File: src/rtl/shift_unit.sv
// Multi-cycle iterative shifter: SLL/SRL/SRA/ROR decomposed into power-of-two
// stages, STAGES_PER_CYCLE of them applied per busy cycle, behind valid/ready.
module shift_unit #(
  parameter int unsigned WIDTH            = 32,
  parameter int unsigned STAGES_PER_CYCLE = 1
) (
  input  logic                       clock,
  input  logic                       reset_n,
  input  logic                       in_valid,
  output logic                       in_ready,
  input  logic [WIDTH-1:0]           in_data,
  input  logic [$clog2(WIDTH)-1:0]   in_shamt,
  input  logic [1:0]                 in_op,
  output logic                       out_valid,
  input  logic                       out_ready,
  output logic [WIDTH-1:0]           out_data
);

  localparam int unsigned SHAMT_W = $clog2(WIDTH);
  localparam int unsigned NCYC    = (SHAMT_W + STAGES_PER_CYCLE - 1) / STAGES_PER_CYCLE;
  localparam int unsigned CNT_W   = (NCYC > 1) ? $clog2(NCYC) : 1;
  localparam logic [WIDTH-1:0] ONES = '1;

  typedef enum logic [1:0] {IDLE, SHIFT, DONE} state_t;
  typedef enum logic [1:0] {OP_SLL = 2'b00, OP_SRL = 2'b01, OP_SRA = 2'b10, OP_ROR = 2'b11} op_t;

  state_t             state;
  op_t                op_q;
  logic [WIDTH-1:0]   work;
  logic [WIDTH-1:0]   nxt;
  logic [SHAMT_W-1:0] shamt_q;
  logic               sign_q;
  logic [CNT_W-1:0]   cnt;
  int unsigned        k;
  int unsigned        d;

  assign in_ready = (state == IDLE) & reset_n;

  // Stage indices past SHAMT_W-1 (last cycle when S does not divide SHAMT_W)
  // select no shamt bit, so they pass data through.
  always_comb begin
    nxt = work;
    k   = '0;
    d   = '0;
    for (int unsigned j = 0; j < STAGES_PER_CYCLE; j++) begin
      k = 32'(cnt) * STAGES_PER_CYCLE + j;
      if (|(shamt_q & (SHAMT_W'(1) << k))) begin
        d = 32'd1 << k;
        case (op_q)
          OP_SLL: nxt = nxt << d;
          OP_SRL: nxt = nxt >> d;
          OP_SRA: nxt = (nxt >> d) | (sign_q ? ~(ONES >> d) : '0);
          OP_ROR: nxt = (nxt >> d) | (nxt << (WIDTH - d));
        endcase
      end
    end
  end

  always_ff @(posedge clock) begin
    if (!reset_n) begin
      state     <= IDLE;
      cnt       <= '0;
      out_valid <= 1'b0;
      out_data  <= '0;
      work      <= '0;
      shamt_q   <= '0;
      op_q      <= OP_SLL;
      sign_q    <= 1'b0;
    end else begin
      case (state)
        IDLE: if (in_valid) begin
          work    <= in_data;
          shamt_q <= in_shamt;
          op_q    <= op_t'(in_op);
          sign_q  <= in_data[WIDTH-1];
          cnt     <= '0;
          state   <= SHIFT;
        end
        SHIFT: begin
          work <= nxt;
          cnt  <= cnt + 1'b1;
          if (cnt == CNT_W'(NCYC - 1)) begin
            out_data  <= nxt;
            out_valid <= 1'b1;
            state     <= DONE;
          end
        end
        DONE: if (out_ready) begin
          out_valid <= 1'b0;
          state     <= IDLE;
        end
        default: state <= IDLE;
      endcase
    end
  end

endmodule

File: config.mk
export PLATFORM = sky130hd
export DESIGN_NAME = shift_unit
export DESIGN_NICKNAME = d
export VERILOG_FILES = /design/src/rtl/shift_unit.sv
export SDC_FILE = /design/constraint.sdc
export NUM_CORES = 1
export LEC_CHECK = 0
export BUFFER_PORTS_ARGS = -buffer_cell sky130_fd_sc_hd__buf_2
export CORE_MARGIN = 3
export CORE_UTILIZATION = 30
export DETAILED_ROUTE_END_ITERATION = 8
export PLACE_DENSITY = 0.53
export SYNTH_ARGS = -nofsm -noshare
export SYNTH_HDL_FRONTEND = slang
export SYNTH_SLANG_ARGS = --single-unit
File: constraint.sdc
create_clock -name clock -period 4.1 [get_ports clock]
set_clock_uncertainty 0.1 [all_clocks]
set_input_delay 0.82 -clock clock [delete_from_list [all_inputs] [get_ports clock]]
set_output_delay 0.82 -clock clock [all_outputs]
set_load 0.01 [all_outputs]
==> run summary, run 1 <==
switching power -> 1.52 mW
WS Path Type -> flip-flop to flip-flop
most frequent cells in the layout -> nand2_1 (134), nor2_1 (116), buf_4 (114)
crit path DAT -> 3.93 ns
# hold bufs at CTS -> 0
R2R Setup Slk -> 0.27 ns
Storage cell area -> 0.00157 mm^2
Top FF cell, synth -> dfxtp_1
Peak supply drop -> 0.247 mV
Worst R2R Start -> cnt[0]
DR DRC count -> 0
I/O Pins -> 77
H-Tree Depth -> 3
hold path start -> shamt_q[2]
filler instances -> 3529
worst path cell trace -> inv_1 -> ha_4 -> buf_4 -> mux2i_1 -> buf_4 -> o21ai_0 -> nor4_1 -> a211oi_1 -> nor4_1 -> buf_4 -> o32ai_1
Final TNS setup -> 0 ns
leak pwr -> 4.18 nW
Die H -> 188 um
HP Class -> flip-flop to flip-flop
Clock Sink Count -> 78
WHS Endpoint -> shamt_q[2]
Internal -> 1.87 mW
net count reported at finish -> 1445
clock network power share -> 25.8%
TritonCTS clock tree -> done
WHS -> 0.355 ns
Reg power frac -> 28.1%
diodes inserted -> 0
Worst Setup SP -> cnt[0]
CTS root buffer -> clkbuf_16
number of global-route vias before repair -> 12100
pre-CTS setup slack -> 0.465 ns
Core ar. -> 0.0320 mm^2
Initial Utilization -> 30.9%
CP bufs+invs -> 4
Gate power share -> 46.1%
area of the mapped netlist -> 0.00991 mm^2
Tcrit/Tclk final -> 93.4%
layout cell share with drive strength beyond 1 -> 21.8%
Seq/Total Area, Yosys -> 15.8%
# Post-CTS Setup Buffers -> 0
dpl hpwl -> 48.7 mm
Critical Path Slowest Stage Cell -> nor4_1
Sw Ratio -> 44.8%
Peak Freq -> 0.261 GHz
Critical Path RT -> 4.20 ns
largest net degree at the start of global routing -> 53
vias per cell -> 7.12
Post-synth EDFFs -> 0
Period minus WS final -> 3.83 ns
async set-reset flop share out of synthesis -> 0%
commonest non-fill, non-tap cell in the layout -> nand2_1
Post-Syn Nets -> 1391
crit path max fanout -> 28
crit end category -> flip-flop
distinct cell type count after synthesis -> 103
Max Cap Viol -> 0
average size of a mapped cell -> 7.38 um^2
hold path depth -> 2
initial antenna violation count -> 1
worst skew pair latency -> 0.35 ns
CP peak stage delay -> 0.69 ns
P per Cell Area -> 298 mW/mm^2
Slew @ Worst Pin -> 0.993 ns
Final setup viols -> 0
final instance area -> 0.0114 mm^2
Post-Layout Cell Count -> 1837
post_cts resized -> 0
Routed WL per cell -> 35.0 um
Gate Count Post-Synth -> 1343
Tot GR Track Use -> 35.2%
DRT antenna net count -> 0
placed insts -> 1821
total gr overflow -> 0
die width -> 188 um
Max-slew headroom -> 33.7%
Largest delay share family, worst path -> simple AND/OR/NAND/NOR gates
first-pass GRT wire length -> 91.4 mm
RSZ-0062 raised after global routing -> false
Slew Viols, Final -> 0
area delta synth->final -> 15.0%
Ys Warns -> 0
Final WS setup -> 0.271 ns
via count -> 13100
row count -> 65
most used cell, CP -> buf_4
CP startpoint kind -> flip-flop
First-pass DRT Iterations -> 7
CTS clk-pin slew, worst paths -> 0.06 ns
DRT Wirelength -> 64.4 mm
TritonCTS Buffers -> 9
DIE AREA -> 0.0352 mm^2
status -> finished clean
Max Root-Sink Buffers -> 2
dpl cell area -> 0.0111 mm^2
Port Buf Inserts -> 76
worst r2r dst -> work[12]
routability congestion estimate -> 1.11
flops & latches, synth -> 78
Final Hold Fails -> 0
footprint of the multi-input gates -> 0.00749 mm^2
DRT iter0 DRCs -> 2362
Worst Reg2Reg Path Length in Cells -> 11
[sequential cells by signal, indices dropped and copies added, names as in the netlist]
name	cells
out_data	32
work	32
shamt_q	5
cnt	3
op_q	2
state	2
out_valid	1
sign_q	1
[cell usage after synthesis (10+ instances only)]
cell type	number	area [um^2]
o21ai_1	11	55.1
nand3_1	47	235
o31ai_1	26	195
nor2b_1	12	75.1
inv_1	12	45.0
a211o_1	10	87.6
dfxtp_1	78	1560
a21oi_1	88	440
o21ai_0	72	360
a31oi_1	28	175
nor2_1	117	439
nand2_1	134	503
nor3_1	38	190
o211ai_1	19	143
a22oi_1	38	285
o22ai_1	25	156
mux4_2	19	428
o221ai_1	17	149
buf_4	19	143
clkbuf_1	67	251
o32ai_1	16	140
a211oi_1	27	203
a221oi_1	17	149
nand3b_1	10	75.1
buf_6	15	169
nand2b_1	31	194
mux2i_1	56	561
buf_2	44	220
[cell type report]
type                            count  area share (%)
Multi-Input combinational cell   1094            65.8
Sequential cell                    78            13.8
Timing Repair Buffer              199            12.4
Tap cell                          435            4.78
Clock buffer                       11            2.04
Clock inverter                      5           0.725
Inverter                           15           0.494
[cell families after synthesis]
family	count (synthesis)	synth area share, %
AOI/OAI and AO/OA	537	39.6
and+or+nand+nor	461	22.6
buffers and inverters	171	9.12
muxes	91	12.2
DFF	78	15.8
adders and majority gates	5	0.631
[worst register-to-register path, stage by stage, from the launching register on]
cell,delay (ns)
dfxtp_1,0.38
inv_1,0.16
ha_4,0.52
buf_4,0.40
mux2i_1,0.32
buf_4,0.19
o21ai_0,0.10
nor4_1,0.36
a211oi_1,0.16
nor4_1,0.69
buf_4,0.24
o32ai_1,0.08
[power by group through the flow]
stage	Clock [mW]	Sequential, mW	Combinational, mW
CTS	0.881	0.937	1.48
global route	0.912	0.947	1.60
floorplan	0	0.838	0.931
detailed placement	0	0.954	1.48
global placement	0	0.953	1.50
finish	0.874	0.954	1.56
[worst max-delay path by stage]
stage | slack (ns) | cells after the start | end
detailed placement | 0.47 | 11 | work[19]
global route | 0.20 | 11 | work[12]
global placement | 0.47 | 11 | work[12]
finish | 0.27 | 11 | work[12]
CTS | 0.46 | 11 | work[19]
floorplan | 0.91 | 14 | work[25]
[per-stage QoR]
stage	power, mW	util [%]
after floorplan	1.77	-
after global placement	2.45	34.6
after detailed placement	2.43	34.6
after CTS	3.30	35.6
after global routing	3.46	35.6
final	3.39	35.6
[routing by layer]
metal  routed length [um]  track usage, %
met3                 7810            8.02
met4                 4630            19.7
met1                25700            47.9
met5                    0               0
met2                26300            51.1
Power figures use the tool's default switching activity.
==> run 2, diff against run 1 <==
--- a/config.mk
+++ b/config.mk
@@ -6,6 +6,7 @@
 export NUM_CORES = 1
 export LEC_CHECK = 0
 export BUFFER_PORTS_ARGS = -buffer_cell sky130_fd_sc_hd__buf_2
+export CORE_ASPECT_RATIO = 1.2
 export CORE_MARGIN = 3
 export CORE_UTILIZATION = 30
 export DETAILED_ROUTE_END_ITERATION = 8
==> run summary, run 2 (synthesis results as in run 1) <==
status -> finished clean
# hold bufs at CTS -> 0 (unchanged)
Largest delay share family, worst path -> buffers and inverters
Max-slew headroom -> 19.6% (-14 points)
RSZ-0062 raised after global routing -> false
TritonCTS clock tree -> done
H-Tree Depth -> 3 (unchanged)
crit path DAT -> 4.14 ns (+0.21 ns)
leak pwr -> 4.19 nW (+0.37%)
filler instances -> 3595 (+1.9%)
worst skew pair latency -> 0.37 ns (+0.02 ns)
area delta synth->final -> 14.7%
Routed WL per cell -> 38.4 um (+9.6%)
Slew Viols, Final -> 0 (unchanged)
first-pass GRT wire length -> 96.7 mm (+5.9%)
hold path depth -> 2 (unchanged)
routability congestion estimate -> 1.13 (+2.5%)
dpl hpwl -> 53.5 mm (+9.8%)
net count reported at finish -> 1451 (+0.42%)
Worst path depth -> 11 (unchanged)
Storage cell area -> 0.00157 mm^2 (unchanged)
Final setup viols -> 0 (unchanged)
die width -> 172 um (-8.4%)
Core ar. -> 0.0324 mm^2 (+1.2%)
commonest non-fill, non-tap cell in the layout -> nand2_1
vias per cell -> 7.19 (+0.98%)
TritonCTS Buffers -> 9 (unchanged)
layout cell share with drive strength beyond 1 -> 22.2% (+0.40 points)
initial antenna violation count -> 2 (+1)
largest net degree at the start of global routing -> 44 (-17%)
via count -> 13100 (-0.18%)
crit path max fanout -> 14 (-50%)
Max Root-Sink Buffers -> 2 (unchanged)
Max Cap Viol -> 0 (unchanged)
Peak supply drop -> 0.256 mV (+3.7%)
biggest registers after layout -> out_data x32, work x32, shamt_q x5
CP bufs+invs -> 4 (unchanged)
Tcrit/Tclk final -> 98.3% (+4.9 points)
row count -> 72 (+11%)
Slew @ Worst Pin -> 1.19 ns (+0.200 ns)
crit end category -> flip-flop
Peak Freq -> 0.248 GHz (-4.9%)
Port Buf Inserts -> 76 (unchanged)
Critical Path Slowest Stage Cell -> nor4_1
worst path cell trace -> inv_1 -> ha_2 -> buf_4 -> inv_1 -> nor2_1 -> a221o_1 -> a21oi_1 -> o211ai_1 -> nor4_1 -> buf_4 -> o31ai_1
Period minus WS final -> 4.03 ns (+0.199 ns)
CTS root buffer -> clkbuf_16
WS Path Type -> flip-flop to flip-flop
CTS clk-pin slew, worst paths -> 0.07 ns (about the same)
Tot GR Track Use -> 38.8% (+3.6 points)
Final TNS setup -> 0 ns (unchanged)
most frequent cells in the layout -> nand2_1 (134), buf_4 (121), nor2_1 (116)
Final Hold Fails -> 0 (unchanged)
# Post-CTS Setup Buffers -> 0 (unchanged)
DR DRC count -> 0 (unchanged)
footprint of the multi-input gates -> 0.00749 mm^2 (about the same)
DRT antenna net count -> 0 (unchanged)
First-pass DRT Iterations -> 6 (-1)
Die H -> 205 um (+9.2%)
CP peak stage delay -> 0.66 ns (-0.03 ns)
placed insts -> 1799 (-1.2%)
number of global-route vias before repair -> 12100 (+0.058%)
Initial Utilization -> 30.6% (-0.37 points)
CP startpoint kind -> flip-flop
Worst Reg2Reg Path Length in Cells -> 11 (unchanged)
DIE AREA -> 0.0353 mm^2 (about the same)
I/O Pins -> 77 (unchanged)
HP Class -> flip-flop to flip-flop
Clock Sink Count -> 78 (unchanged)
Critical Path RT -> 4.22 ns (+0.02 ns)
post_cts resized -> 0 (unchanged)
DRT iter0 DRCs -> 1924 (-19%)
total gr overflow -> 0 (unchanged)
Post-Layout Cell Count -> 1816 (-1.1%)
DRT Wirelength -> 69.8 mm (+8.4%)
P per Cell Area -> 294 mW/mm^2 (-1.1%)
-- run 2: power by group --
group,leakage [nW],internal (mW),switching [mW],total [mW]
registers,0.637,0.792,0.195,0.987
logic,3.41,0.535,1.01,1.54
clock network,0.142,0.437,0.376,0.813
total,4.19,1.76,1.58,3.34
-- run 2: path summary, 6_finish.rpt --
| path | from | end | slack [ns] |
|---|---|---|---|
| max | cnt[0] | out_data[28] | 0.07 |
| min | out_data[0] | out_data[0] | 0.36 |
| max reg2reg | cnt[0] | out_data[28] | 0.07 |
| min reg2reg | out_data[0] | out_data[0] | 0.36 |
-- run 2: layout make-up --
cell class                      instances  share of cell area, %
Multi-Input combinational cell       1094                   65.9
Sequential cell                        78                   13.8
Timing Repair Buffer                  205                   12.7
Tap cell                              407                   4.48
Clock buffer                           10                   2.10
Inverter                               15                  0.495
Clock inverter                          6                  0.451
Antenna cell                            1                 0.0220
-- run 2: stage by stage --
stage	hold WS, ns	setup slack [ns]	area, um^2	utilization (%)	total power [mW]
floorplan	0.336	0.910	9910	-	1.77
CTS	0.355	0.231	11400	35.0	3.27
finish	0.356	0.0716	11400	35.0	3.34
detailed placement	0.345	0.254	11100	34.1	2.45
global placement	0.341	0.298	11100	34.1	2.47
global route	0.369	0.0968	11400	35.0	3.41
-- run 2: worst min-delay path, stage by stage, from the launching register on --
cell and delay, ns:
dfxtp_1 0.31, nand3_1 0.06, nand2_1 0.04
-- run 2: routing by layer --
layer / global-route usage [%] / vias to the layer above / wire, um
met4: 24.4 / 2 / 5660
met2: 58.7 / 1011 / 30200
met5: 0 / - / 13
met1: 49.2 / 6431 / 27000
li1: - / 5327 / -
met3: 9.23 / 281 / 6920
